## config.mk

```make
export PLATFORM = sky130hd
export DESIGN_NAME = select_arbiter
export DESIGN_NICKNAME = d
export VERILOG_FILES = /design/src/rtl/select_arbiter.sv
export SDC_FILE = /design/constraint.sdc
export NUM_CORES = 1
export LEC_CHECK = 0
export CAP_MARGIN = 15
export CORE_MARGIN = 3
export CORE_UTILIZATION = 47
export CTS_CLUSTER_DIAMETER = 60
export DETAILED_ROUTE_END_ITERATION = 7
export PLACE_DENSITY = 0.75
export SYNTH_ARGS = -nofsm -noshare
export SYNTH_HDL_FRONTEND = slang
export SYNTH_SLANG_ARGS = --single-unit
```

## constraint.sdc

```tcl
create_clock -name clk -period 2.01 [get_ports clk]
set_clock_uncertainty 0.2 [all_clocks]
set_input_delay 0.402 -clock clk [delete_from_list [all_inputs] [get_ports clk]]
set_output_delay 0.402 -clock clk [all_outputs]
set_load 0.05 [all_outputs]
```

## src/rtl/select_arbiter.sv

```systemverilog
// rtl/select_arbiter.sv - round-robin arbiter sequencing a shared select-driven datapath
//
// Grants one of NUM_REQ requesters at a time and drives the shared mux select.
// Every change of owner passes through a one-cycle RELEASE gap so the mux select
// never moves underneath an active grant.
//
// Optional feature macro: SELECT_ARB_TIMEOUT_EN
//   defined   - an owner holding its request for MAX_HOLD grant cycles is revoked
//               and timeout_pulse fires for one cycle
//   undefined - grant held until the owner drops req; timeout_pulse tied to 0
//
// Ports:
//   clk           in   system clock, rising edge
//   rst           in   asynchronous reset, active-high
//   req           in   [NUM_REQ-1:0] request levels, bit i = requester i
//   grant         out  [NUM_REQ-1:0] one-hot grant, registered
//   sel           out  [SEL_W-1:0] current or last owner index, registered
//   valid         out  high while any grant is active, registered
//   timeout_pulse out  one-cycle pulse on forced revoke, registered

module select_arbiter #(
    parameter int NUM_REQ  = 4,
    parameter int SEL_W    = $clog2(NUM_REQ),
    parameter int MAX_HOLD = 16
) (
    input  logic               clk,
    input  logic               rst,
    input  logic [NUM_REQ-1:0] req,
    output logic [NUM_REQ-1:0] grant,
    output logic [SEL_W-1:0]   sel,
    output logic               valid,
    output logic               timeout_pulse
);

    localparam logic [1:0] IDLE    = 2'd0;
    localparam logic [1:0] GRANT   = 2'd1;
    localparam logic [1:0] RELEASE = 2'd2;

    if (NUM_REQ < 2 || NUM_REQ > 16 || MAX_HOLD < 2 || MAX_HOLD > 255) begin : g_param_check
        $error("select_arbiter: parameter out of range");
    end

    logic [1:0]         state;
    logic [SEL_W-1:0]   ptr;
    logic [SEL_W-1:0]   win;
    logic               win_found;
    logic [SEL_W-1:0]   ptr_next;
    logic [NUM_REQ-1:0] win_onehot;
    logic               owner_req;
    int                 idx;

    // Rotating priority search starting at ptr. Walking the offsets from the
    // far end back to zero lets the closest requester overwrite the others.
    always_comb begin
        win       = '0;
        win_found = 1'b0;
        idx       = 0;
        for (int k = NUM_REQ - 1; k >= 0; k--) begin
            idx = int'(ptr) + k;
            if (idx >= NUM_REQ) begin
                idx = idx - NUM_REQ;
            end
            if (req[idx[SEL_W-1:0]]) begin
                win       = idx[SEL_W-1:0];
                win_found = 1'b1;
            end
        end
    end

    assign ptr_next   = (win == SEL_W'(NUM_REQ - 1)) ? '0 : win + 1'b1;
    assign win_onehot = {{(NUM_REQ-1){1'b0}}, 1'b1} << win;
    assign owner_req  = req[sel];

`ifdef SELECT_ARB_TIMEOUT_EN
    logic [7:0] hold_cnt;

    always_ff @(posedge clk or posedge rst) begin
        if (rst) begin
            state         <= IDLE;
            ptr           <= '0;
            grant         <= '0;
            sel           <= '0;
            valid         <= 1'b0;
            timeout_pulse <= 1'b0;
            hold_cnt      <= 8'd0;
        end else begin
            timeout_pulse <= 1'b0;
            case (state)
                IDLE: begin
                    if (win_found) begin
                        grant    <= win_onehot;
                        sel      <= win;
                        valid    <= 1'b1;
                        ptr      <= ptr_next;
                        hold_cnt <= 8'd1;
                        state    <= GRANT;
                    end
                end
                GRANT: begin
                    // A voluntary drop on the limit cycle wins over the timeout.
                    if (!owner_req) begin
                        grant <= '0;
                        valid <= 1'b0;
                        state <= RELEASE;
                    end else if (hold_cnt == 8'(MAX_HOLD)) begin
                        grant         <= '0;
                        valid         <= 1'b0;
                        timeout_pulse <= 1'b1;
                        state         <= RELEASE;
                    end else begin
                        hold_cnt <= hold_cnt + 8'd1;
                    end
                end
                RELEASE: state <= IDLE;
                default: state <= IDLE;
            endcase
        end
    end
`else
    assign timeout_pulse = 1'b0;

    always_ff @(posedge clk or posedge rst) begin
        if (rst) begin
            state <= IDLE;
            ptr   <= '0;
            grant <= '0;
            sel   <= '0;
            valid <= 1'b0;
        end else begin
            case (state)
                IDLE: begin
                    if (win_found) begin
                        grant <= win_onehot;
                        sel   <= win;
                        valid <= 1'b1;
                        ptr   <= ptr_next;
                        state <= GRANT;
                    end
                end
                GRANT: begin
                    if (!owner_req) begin
                        grant <= '0;
                        valid <= 1'b0;
                        state <= RELEASE;
                    end
                end
                RELEASE: state <= IDLE;
                default: state <= IDLE;
            endcase
        end
    end
`endif

endmodule

```

==> out/results.ini <==
[synth]
synth_nets = 69
synth-seq-area-share_pct = 43.39
synth_area_sq_um = 634.4
yosys.area.top_type = dfrtp_1
synth_top_area_share_pct = 43.39
ys_types = 24
avgSynthCellArea_sq_um = 10.75
synth-seq-cells = 11
yosysWarnings = 0
synthCells = 59
yosys-top-cells-area = dfrtp_1 (43%), ha_1 (7.9%), mux2_4 (7.1%), a22oi_1 (4.7%), o21ai_0 (3.9%)

[global_routing]
grt_usage_pct = 16.32
grt-ovfl-total = 0
grt_max_degree = 12
grt_pass1_wl_um = 2228
antenna_found_initial = 0
grt_pass1_vias = 511

[routing]
wl_per_cell_um = 15.58
ant_nets = 0
via_count = 520
drt_iter0_markers = 19
first_pass_iters = 4
via_per_inst = 5.591
drcViolationCount = 0
routed_wirelength_um = 1449

[pwr]
combPwrFrac_pct = 57.9
power.share.switching_pct = 47.07
irDropWorstVdd_mv = 1.114
pwr-share-clk_pct = 11.2
power_density_mw_per_mm2 = 1646
p_total_w = 0.001373
p_seq_share_pct = 30.9
p_int_w = 0.0007270
switching_power_w = 0.0006464
power.leakage_nw = 0.4229

[sta]
slew_violations = 0
finalSetupViolCount = 0
fmax_mhz = 518.0
post-route-period-util_pct = 96.05
rsz0062_at_grt = no
hold_viol = 0
fin_crit_ps = 1931

[finish]
drive_gt1_share_pct = 32.91
antenna-diode-count = 0
fillers = 93
final_cell_mix = buf_4 (12), dfrtp_1 (11), nand2_1 (5)
final_core_util_pct = 70.36
mostFrequentLayoutCell = buf_4
synthToLayoutAreaGrowth_pct = 31.56
final_nets = 90

[floorplanning]
die_w_um = 42.74
core_sq_mm = 0.001186
pin_count = 14
initial_core_util_pct = 53.48
die_y_um = 42.74
die_area_sq_mm = 0.001827
rows = 12

[worst_setup_path]
cp-start-kind = input port
cp.required_ps = 1970
end_kind = flip-flop
critPathBufInv = 1
r2r_setup_slack_ps = 210
cpPeakStageDelay_ps = 390
slowest_stage = o32a_1
crit_chain = dlygate4sd2_1 > nor2b_2 > o32a_1 > ha_1 > mux2_4
crit_path_max_fanout = 4
crit_type = in2reg
cp.arrival_ps = 1890
cp_top_family = compound AO/OA/AOI/OAI gates
worst-r2r-cell-count = 4
reg2reg_to = ptr[1]
reg2reg_from = ptr[1]

[clocking]
numCtsBuffers = 3
tritoncts = done
clk_pin_slew_ps = 70
clock_sinks = 11
htreeDepth = 1
clockBufferDepth = 2
root_buffer = clkbuf_4
clkLatencyLatePin_ps = 270

[flow_run]
max-cap-violations = 0

[place]
place_hpwl_um = 1017
gp_congestion = 0.7833
io_buffers = 12

[outcome]
status = finished clean

[hold_path]
hold_path.class = in2async

metrics by stage:
step	setup slack (ps)	TNS [ps]	instances	hold slack, ps	area [sq um]
after floorplan	108.9	0	59	54.44	634.4
after global placement	-349.9	-1892	88	283.2	773.2
after detailed placement	-375.8	-2186	88	306.6	773.2
after CTS	17.81	0	92	227.5	799.5
after global routing	46.70	0	93	246.0	834.6
final	79.33	0	93	209.3	834.6
repair_timing:
action                     4_1_cts  5_1_grt
hold buffers                     0        0
resized for setup                3        8
setup endpoints to repair        5        5
pin swaps                        1        5
gates cloned                     0        0
setup buffers                    0        1
hold endpoints to repair         0        0
cells in the mapped netlist:
cell and count:
nor3_1 1, a211oi_1 1, a21oi_1 2, mux2_4 3, and2b_1 1, nand2_1 5
conb_1 1, nor3b_1 2, dfrtp_1 11, nor2b_1 2, o22ai_1 1, a22oi_1 4
o32a_1 1, inv_1 4, a21o_1 1, or3_1 1, ha_1 4, nor2_1 4
buf_6 1, mux4_2 1, o21ai_0 5, buf_4 1, nand2b_1 1, nor4_4 1
worst max-delay path by stage:
stage | endpoint | cells past startpoint | slack (ps) | start
finish | ptr[1] | 5 | 80 | req[2]
global route | ptr[1] | 5 | 50 | req[2]
CTS | ptr[1] | 6 | 20 | req[1]
detailed placement | ptr[1] | 7 | -380 | req[0]
global placement | ptr[1] | 7 | -350 | req[0]
floorplan | grant[0] | 4 | 110 | sel[0]
logic make-up (layout without fill, tap and decap cells):
group / after synthesis / in the layout / synth area share (%)
multiplexers: 4 / 4 / 10.65
adder cells (fa/ha/maj): 4 / 4 / 7.890
flip-flops: 11 / 11 / 43.39
AND/OR/NAND/NOR: 18 / 18 / 16.96
other: 1 / 1 / 0.5911
buffers and inverters: 6 / 26 / 5.325
AO/OA/AOI/OAI: 15 / 15 / 15.19
power groups by stage:
stage / registers (W) / clock network (W) / logic [W]
finish: 0.000424 / 0.000154 / 0.000795
global route: 0.000439 / 0.000170 / 0.000845
global placement: 0.000425 / 0 / 0.000732
detailed placement: 0.000422 / 0 / 0.000751
floorplan: 0.000612 / 0 / 0.000354
CTS: 0.000420 / 0.000157 / 0.000758
routing by layer:
| layer | routed length (um) | part of all wire [%] | track usage (%) | vias to the layer above |
|---|---|---|---|---|
| li1 | - | - | - | 246 |
| met1 | 624 | 43 | 20.52 | 252 |
| met2 | 736 | 51 | 23.35 | 20 |
| met3 | 77 | 5.3 | 8.051 | 2 |
| met4 | 10 | 0.69 | 6.832 | 0 |
| met5 | 0 | 0 | 0 | - |
sequential cells by signal, indices dropped and copies added, names as in the netlist:
name	cells
sel	2
valid	1
grant	4
state	2
ptr	2
final cells by class:
type | instances | area [sq um] | share of cell area, %
inverters | 4 | 15.01 | 1.799
clock buffers | 4 | 26.28 | 3.148
repair buffers | 18 | 153.9 | 18.44
multi-input cells | 42 | 346.6 | 41.53
well taps | 14 | 17.52 | 2.099
flip-flops and latches | 11 | 275.3 | 32.98
(Power assumes the default switching activity.)
